### src/rtl/branch_ctrl.sv
// Branch resolution and redirect controller.
// Resolves EX-stage control transfers against the IF prediction, maintains a
// 2-bit saturating BHT for IF lookups, and sequences redirect plus flush on a
// mispredict.
module branch_ctrl #(
  parameter int unsigned BHT_ENTRIES  = 64,
  parameter int unsigned FLUSH_CYCLES = 2,
  parameter int unsigned CNT_W        = 16
) (
  input  logic             clk,
  input  logic             rst_n,
  input  logic [31:0]      if_pc,
  output logic             pred_taken,
  input  logic             ex_valid,
  input  logic [4:0]       ex_branch_op,
  input  logic             ex_taken,
  input  logic [31:0]      ex_pc,
  input  logic [31:0]      ex_target,
  input  logic             ex_pred_taken,
  input  logic             stall,
  output logic             redirect_valid,
  output logic [31:0]      redirect_pc,
  output logic             flush,
  output logic             busy,
  output logic [CNT_W-1:0] mispredict_cnt
);

  localparam int unsigned IDX_W = $clog2(BHT_ENTRIES);
  localparam int unsigned FC_W  = (FLUSH_CYCLES > 1) ? $clog2(FLUSH_CYCLES) : 1;
  localparam logic [FC_W-1:0] FcLoad = FC_W'(FLUSH_CYCLES - 1);

  typedef enum logic [0:0] {StIdle, StFlush} state_e;

  state_e           state_q;
  logic [FC_W-1:0]  flush_cnt_q;
  logic             redirect_valid_q;
  logic [31:0]      redirect_pc_q;
  logic             flush_q;
  logic             busy_q;
  logic [CNT_W-1:0] mispredict_cnt_q;
  logic [1:0]       bht_q [BHT_ENTRIES];

  logic [IDX_W-1:0] if_idx;
  logic [IDX_W-1:0] ex_idx;
  logic             is_jump;
  logic             is_cond;
  logic             resolve;
  logic             actual;
  logic             mispredict;

  assign if_idx     = if_pc[IDX_W+1:2];
  assign ex_idx     = ex_pc[IDX_W+1:2];
  // Reads the registered table, so a same-cycle update shows up next cycle.
  assign pred_taken = bht_q[if_idx][1];

  assign is_jump    = ex_branch_op[4];
  assign is_cond    = (ex_branch_op[4:3] == 2'b01);
  // Stalled instructions are re-presented; ones arriving in FLUSH are dead.
  assign resolve    = ex_valid & ~stall & (state_q == StIdle) & (ex_branch_op[4:3] != 2'b00);
  assign actual     = is_jump | ex_taken;
  assign mispredict = resolve & (actual != ex_pred_taken);

  logic unused_bits;
  assign unused_bits = ^{if_pc[1:0], ex_branch_op[2:0]};

  // BHT: saturating 2-bit counters, trained by conditional branches only.
  always_ff @(posedge clk or negedge rst_n) begin
    if (!rst_n) begin
      for (int i = 0; i < BHT_ENTRIES; i++) begin
        bht_q[i] <= 2'b01;
      end
    end else if (resolve && is_cond) begin
      if (actual && (bht_q[ex_idx] != 2'b11)) begin
        bht_q[ex_idx] <= bht_q[ex_idx] + 2'd1;
      end else if (!actual && (bht_q[ex_idx] != 2'b00)) begin
        bht_q[ex_idx] <= bht_q[ex_idx] - 2'd1;
      end
    end
  end

  // Redirect/flush FSM with registered control outputs and mispredict count.
  always_ff @(posedge clk or negedge rst_n) begin
    if (!rst_n) begin
      state_q          <= StIdle;
      flush_cnt_q      <= '0;
      redirect_valid_q <= 1'b0;
      redirect_pc_q    <= '0;
      flush_q          <= 1'b0;
      busy_q           <= 1'b0;
      mispredict_cnt_q <= '0;
    end else begin
      // One-cycle pulse regardless of stall.
      redirect_valid_q <= mispredict;
      unique case (state_q)
        StIdle: begin
          if (mispredict) begin
            state_q       <= StFlush;
            flush_cnt_q   <= FcLoad;
            flush_q       <= 1'b1;
            busy_q        <= 1'b1;
            redirect_pc_q <= actual ? ex_target : (ex_pc + 32'd4);
            if (mispredict_cnt_q != {CNT_W{1'b1}}) begin
              mispredict_cnt_q <= mispredict_cnt_q + CNT_W'(1);
            end
          end
        end
        StFlush: begin
          // Stalled cycles do not count toward the flush window.
          if (!stall) begin
            if (flush_cnt_q == '0) begin
              state_q <= StIdle;
              flush_q <= 1'b0;
              busy_q  <= 1'b0;
            end else begin
              flush_cnt_q <= flush_cnt_q - FC_W'(1);
            end
          end
        end
        default: begin
          state_q <= StIdle;
          flush_q <= 1'b0;
          busy_q  <= 1'b0;
        end
      endcase
    end
  end

  assign redirect_valid = redirect_valid_q;
  assign redirect_pc    = redirect_pc_q;
  assign flush          = flush_q;
  assign busy           = busy_q;
  assign mispredict_cnt = mispredict_cnt_q;

endmodule
### config.mk
export PLATFORM = sky130hd
export DESIGN_NAME = branch_ctrl
export DESIGN_NICKNAME = d
export VERILOG_FILES = /design/src/rtl/branch_ctrl.sv
export SDC_FILE = /design/constraint.sdc
export NUM_CORES = 1
export LEC_CHECK = 0
export ABC_AREA = 1
export CAP_MARGIN = 0
export CORE_MARGIN = 4
export CORE_UTILIZATION = 50
export DETAILED_ROUTE_END_ITERATION = 8
export PLACE_DENSITY = 0.77
export SYNTH_ARGS = -nofsm -noshare
export SYNTH_HDL_FRONTEND = slang
export SYNTH_SLANG_ARGS = --single-unit
export TNS_END_PERCENT = 1
### constraint.sdc
create_clock -name clk -period 2.3 [get_ports clk]
set_input_delay 0.46 -clock clk [delete_from_list [all_inputs] [get_ports clk]]
set_output_delay 0.46 -clock clk [all_outputs]
set_load 0.01 [all_outputs]
Word-level counts from Yosys, hierarchy flattened
Cells that the tools add are included.

Flip-flop bits (word level): 180. Input port bits: 107. Output and inout port bits: 52. Logic and storage cells: 131.

$add $sub $neg: 5. $lt $le $gt $ge: 3. Equality and inequality tests: 7. Muxes and demuxes: 24. Bitwise gates (word level): 9. Reduce and logical (&&, ||, !) cells: 13.

Operator list (number): bitwise mux 128 bit (2); two-way mux 128 bit (2); adder 32 x 3 -> 32 bit (second input constant) (1); two-way mux 32 bit (1); binary-select mux 2 bit (select 6 bit) (2); adder 16 x 1 -> 16 bit (second input constant) (1); inequality test 16 bit (second input constant) (1); greater-or-equal comparator 7 bit (second input constant) (2); inverter 6 -> 7 bit (2); demux 2 bit (select 6 bit) (1); two-way mux 2 bit (5); two-way mux 1 bit (8); inequality test 2 bit (second input constant) (4); < comparator 7 x 1 -> 1 bit (second input constant) (1); one-hot mux 1 bit (2 select lines) (3); AND reduction 2 bit (3); AND reduction 3 bit (2); nonzero test 2 bit (3); AND 1 bit (4); logical AND 1 bit (4); adder 2 x 1 -> 2 bit (second input constant) (1); == test 2 x 1 -> 1 bit (second input constant) (1); inverter 1 bit (2); subtractor 2 x 1 -> 2 bit (second input constant) (1); other kinds (4) (4).

Depth between registers and ports, before layout
Word-level depth: 8. Mapped depth: 24. Mapped depth without buffers: 21.

Least setup slack after synthesis
OpenSTA, ideal clock, no wires.

Path type: input port to flip-flop. Start: input port ex_pc[2]. End: register bht_q[109] in the netlist's numbering. Setup time: 0.132 ns. Arrival: 2.780 ns. Data required time: 2.168 ns. Slack: -0.612 ns. Stages on the path: 23. Buffers on the path: 4. Cells stage by stage: buf_4 -> inv_4 -> buf_6 -> buf_4 -> buf_6 -> nand2_1 -> a21oi_1 -> o21ai_0 -> nand2_1 -> nand2_1 -> nand2_1 -> inv_1 -> nand3_1 -> ha_1 -> or2_1 -> o21ai_2 -> nand2_4 -> inv_6 -> nand3_4 -> inv_2 -> nand2_1 -> nand2_1 -> o21ai_1.

Word-level cells in the longest chain between the ends: 8. Elaborated cells on any way between the ends: 21. Classes of those cells: add/sub: 2; order compare: 2; eq/ne: 1; mux: 9; bitwise: 1; reduce/logical: 6.

Ends and longest elaborated chain: from (decl) (line 17) `input logic [31:0] ex_pc,`; inverter 6 -> 7 bit (not written as such) *; binary-select mux 2 bit (select 6 bit) (tied with other cells); two-way mux 2 bit (not written as such) / logical AND 1 bit (equally long branches); two-way mux 2 bit, on equally long branches; subtractor 2 x 1 -> 2 bit (tied with other cells) (line 76) `bht_q[ex_idx] <= bht_q[ex_idx] - 2'd1;`; bitwise mux 128 bit (tied with other cells) (line 76); two-way mux 128 bit / nonzero test 2 bit (equally long branches); two-way mux 128 bit / AND reduction 2 bit (equally long branches); to (signal, indexed assignment) (line 74) `bht_q[ex_idx] <= bht_q[ex_idx] + 2'd1;`; to (signal, indexed assignment) (line 76); to (decl) (line 41) `logic [1:0] bht_q [BHT_ENTRIES];`.

Every way passes the cells marked *; elsewhere a longest branch is shown, timed or not. The select of a mux whose other input is x is not followed. A chain may end at the register's enable or synchronous reset.

Worst setup path in the final report
Start: input port if_pc[3]. End: output port pred_taken.

Word-level cells in the longest chain between the ends: 4.

Ends and longest elaborated chain: from (decl) (line 12) `input logic [31:0] if_pc,`; inverter 6 -> 7 bit (not written as such) (line 54) `assign pred_taken = bht_q[if_idx][1];`; binary-select mux 2 bit (select 6 bit) (line 54); two-way mux 2 bit (not written as such) (2 in a row) (line 54); to (decl) (line 13) `output logic pred_taken,`.

Every way passes these cells. The select of a mux whose other input is x is not followed.

==> impl_metrics.toml <==
[worst_setup_path]
worst_setup_path_end_kind = "primary output"
worst-r2r-cell-count = 17
crit_arrival_ns = 2.15
timing.critical_path.required_ns = 1.84
start_kind = "primary input"
worst-r2r-setup-slack_ns = -0.24
setup_cp_type = "in2out"
timing.critical_path.fanout_max = 8

[routing]
post_drt_wl_per_cell_um = 18.7
vias_per_cell = 5.67
dr.first_iter.drc_count = 1415
drtAntennaViolNets = 0
dr.pass1.iters = 9
post-route-drc-count = 0
dr_total_vias = 12602
wl_um = 41500

[finish]
postLayoutCellArea_um2 = 15500
design.final.nets = 2040
drive_above_1_share_pct = 23.2
area.growth.synth_to_final_pct = 38.8

[job]
cap_viol_max_count = 0

[sta]
clk_skew_ns = 0.0139
fmax_mhz = 384
fin_hold_ws_ns = 0.470
worst-slew-pin-transition_ns = 0.810
layout_min_cycle_time_ns = 2.61
slew-limit-headroom_pct = 46.0
finalSetupViolCount = 129
timing.final.hold_violations = 0
slew_violations = 0
grt_setup_unrepaired = "yes"
fin_crit_sh_pct = 113
setup_ws_ns = -0.306

[power]
ir_worst_vdd_uv = 494
sequentialPowerShare_pct = 41.9
design_power_total_mw = 9.01
pwr-share-comb_pct = 25.5
switch_pwr_mw = 2.89
p_leak_nw = 7.19
clock_power_share_pct = 32.7
power_per_cell_area_nw_per_um2 = 582
cellInternalPower_mw = 6.12
swShare_pct = 32.1

[logic_synthesis]
postSynthCellCount = 1640
syn_nets = 1751
edff_count_synth = 0
synth-seq-area-share_pct = 41.1
synth_top_cell_by_area = "dfrtp_1"
postSynthAreaPerCell_um2 = 6.80
synth_area_leaders = "dfrtp_1 26%, nand2_1 24%, dfstp_2 15%"
synth.top_cell.area_share_pct = 26.0
mappedNetlistArea_um2 = 11200
synth_top_flop_cell = "dfrtp_1"
ys.warnings.count = 0
flip_flop_and_latch_count_after_synthesis = 180
ys_async_sr_fraction_pct = 100
synth.lib_cells_used.distinct = 38

[status]
violations = "setup timing"
outcome = "complete, but fails checks"

[grt]
grtUsageTotal_pct = 33.6
first_global_vias = 12584
largest_net_degree_at_the_start_of_global_routing = 65
grt_first_pass_wirelength_um = 65400
initial_antenna_violation_count = 1
globalRouteOverflowTotal = 0

[clock_network]
htree_levels = 4
clkLatencyLatePin_ns = 0.44
clkTransAtPathRegs_ns = 0.07
cts_num_sinks = 180
cts_root_buffer = "clkbuf_16"
clk_path_buf_depth = 2
clock_tree_from_tritoncts = "yes"
cts-buffers-inserted = 17

[floorplanning]
floorplan.io_pins = 159
die_h_um = 157
design.die.area_um2 = 24800
initial_core_utilization_pct = 50.9
rows = 54
chipWidth_um = 157
placeable_core_region_um2 = 21900

[min_path]
hold_class = "reg2reg"
cell_count_of_the_worst_hold_path = 2

[place]
placed_area_um2 = 14200
io_buf_count = 129
dpl.hpwl_um = 28800
gp_congestion = 1.01
worst max-delay path by stage:
stage | start | end | slack [ns] | cells after the start
2_1_floorplan | ex_pc[2] | bht_q[109]$_DFFE_PN0P_ | -0.46 | 23
3_3_place_gp | ex_pc[3] | bht_q[81]$_DFFE_PN0P_ | -1.12 | 19
3_5_place_dp | ex_pc[3] | bht_q[81]$_DFFE_PN0P_ | -1.20 | 19
4_1_cts | if_pc[3] | pred_taken | -0.25 | 10
5_1_grt | ex_pc[2] | flip-flop | -0.42 | 23
6_report | if_pc[3] | pred_taken | -0.31 | 10
routing by layer:
metal	GRT usage, %	routed length (um)
met3	9.21	4510
met1	42.8	15800
met4	14.8	1960
met2	53.8	19200
met5	0	0
cells in the final DEF, fill, tap and decap left out, types with 6 or more instances in the layout:
master,synthesis,final
buf_12,0,28
xor2_1,20,19
nor2_1,135,119
a31oi_1,8,8
xnor2_1,6,6
nor2_2,7,11
inv_6,1,10
buf_6,14,12
nand2_1,718,663
nor2_4,4,16
nand2_2,1,52
buf_4,11,166
nand3_4,7,7
nand4_1,6,6
nor3_1,29,24
nor3_4,1,6
o21ai_1,62,68
a21oi_1,47,47
inv_2,20,12
dfrtp_1,116,116
inv_1,85,83
nand3_1,163,159
o21ai_0,31,22
dfstp_2,64,64
clkbuf_16,0,18
nand3b_1,11,11
clkdlybuf4s50_1,0,120
clkinv_8,0,7
critical path, stage by stage:
cell             delay (ns)
clkdlybuf4s50_1        0.50
buf_4                  0.22
nand3_1                0.18
nand3_1                0.12
nand2_1                0.10
nand2_1                0.08
nand3_1                0.07
nand3b_1               0.09
nand2_1                0.04
dlygate4sd2_1          0.27
kinds of logic after synthesis:
kind of cell / share of synthesized area [%]
and+or+nand+nor: 41.5
buffers and inverters: 7.66
DFF: 41.1
AOI/OAI and AO/OA: 7.28
xor gates and xnor gates: 2.04
adders and majority gates: 0.449
per-stage QoR:
step           utilization [%]  std cells  TNS [ns]  setup slack, ns
2_1_floorplan                -       1640    -52.21           -0.462
3_3_place_gp              65.0       2181   -129.43            -1.12
3_5_place_dp              65.0       2181   -136.94            -1.20
4_1_cts                   69.8       2220    -24.19           -0.247
5_1_grt                   70.7       2223    -45.03           -0.419
6_report                  70.7       2223    -29.62           -0.306
cells in the mapped netlist, types with 5 or more instances:
master	instances
nand2_1	718
nand3_1	163
nor2_1	135
dfrtp_1	116
inv_1	85
dfstp_2	64
o21ai_1	62
a21oi_1	47
o21ai_0	31
nor3_1	29
clkbuf_1	27
inv_2	20
xor2_1	20
buf_2	15
buf_6	14
buf_4	11
nand3b_1	11
a31oi_1	8
nand3_4	7
nor2_2	7
nand4_1	6
xnor2_1	6
nor3_2	5
cell type report:
cell class	instances	area [um2]
fillers	1742	6420
multi-input cells	1279	6100
flip-flops and latches	180	4580
repair buffers	340	3340
inverters	110	508
clock buffers	17	425
well taps	280	350
clock inverters	15	161
repair inverters	1	8.76
diodes	1	2.50
repair_timing:
item                       4_1_cts  5_1_grt
cloned                           3        1
hold endpoints to repair        26        0
setup buffers                    6        1
setup endpoints to repair      129      129
pin swaps                       24       28
resized for setup              121       53
hold buffers                     1        0
power by group through the flow:
stage | sequential [mW] | combinational (mW) | clock [mW]
floorplan | 3.92 | 0.801 | 0
global placement | 3.81 | 2.16 | 0
detailed placement | 3.81 | 2.19 | 0
CTS | 3.77 | 2.26 | 2.98
global route | 3.81 | 2.47 | 3.12
finish | 3.77 | 2.29 | 2.95
No activity file was read; power rests on OpenSTA's default activity.
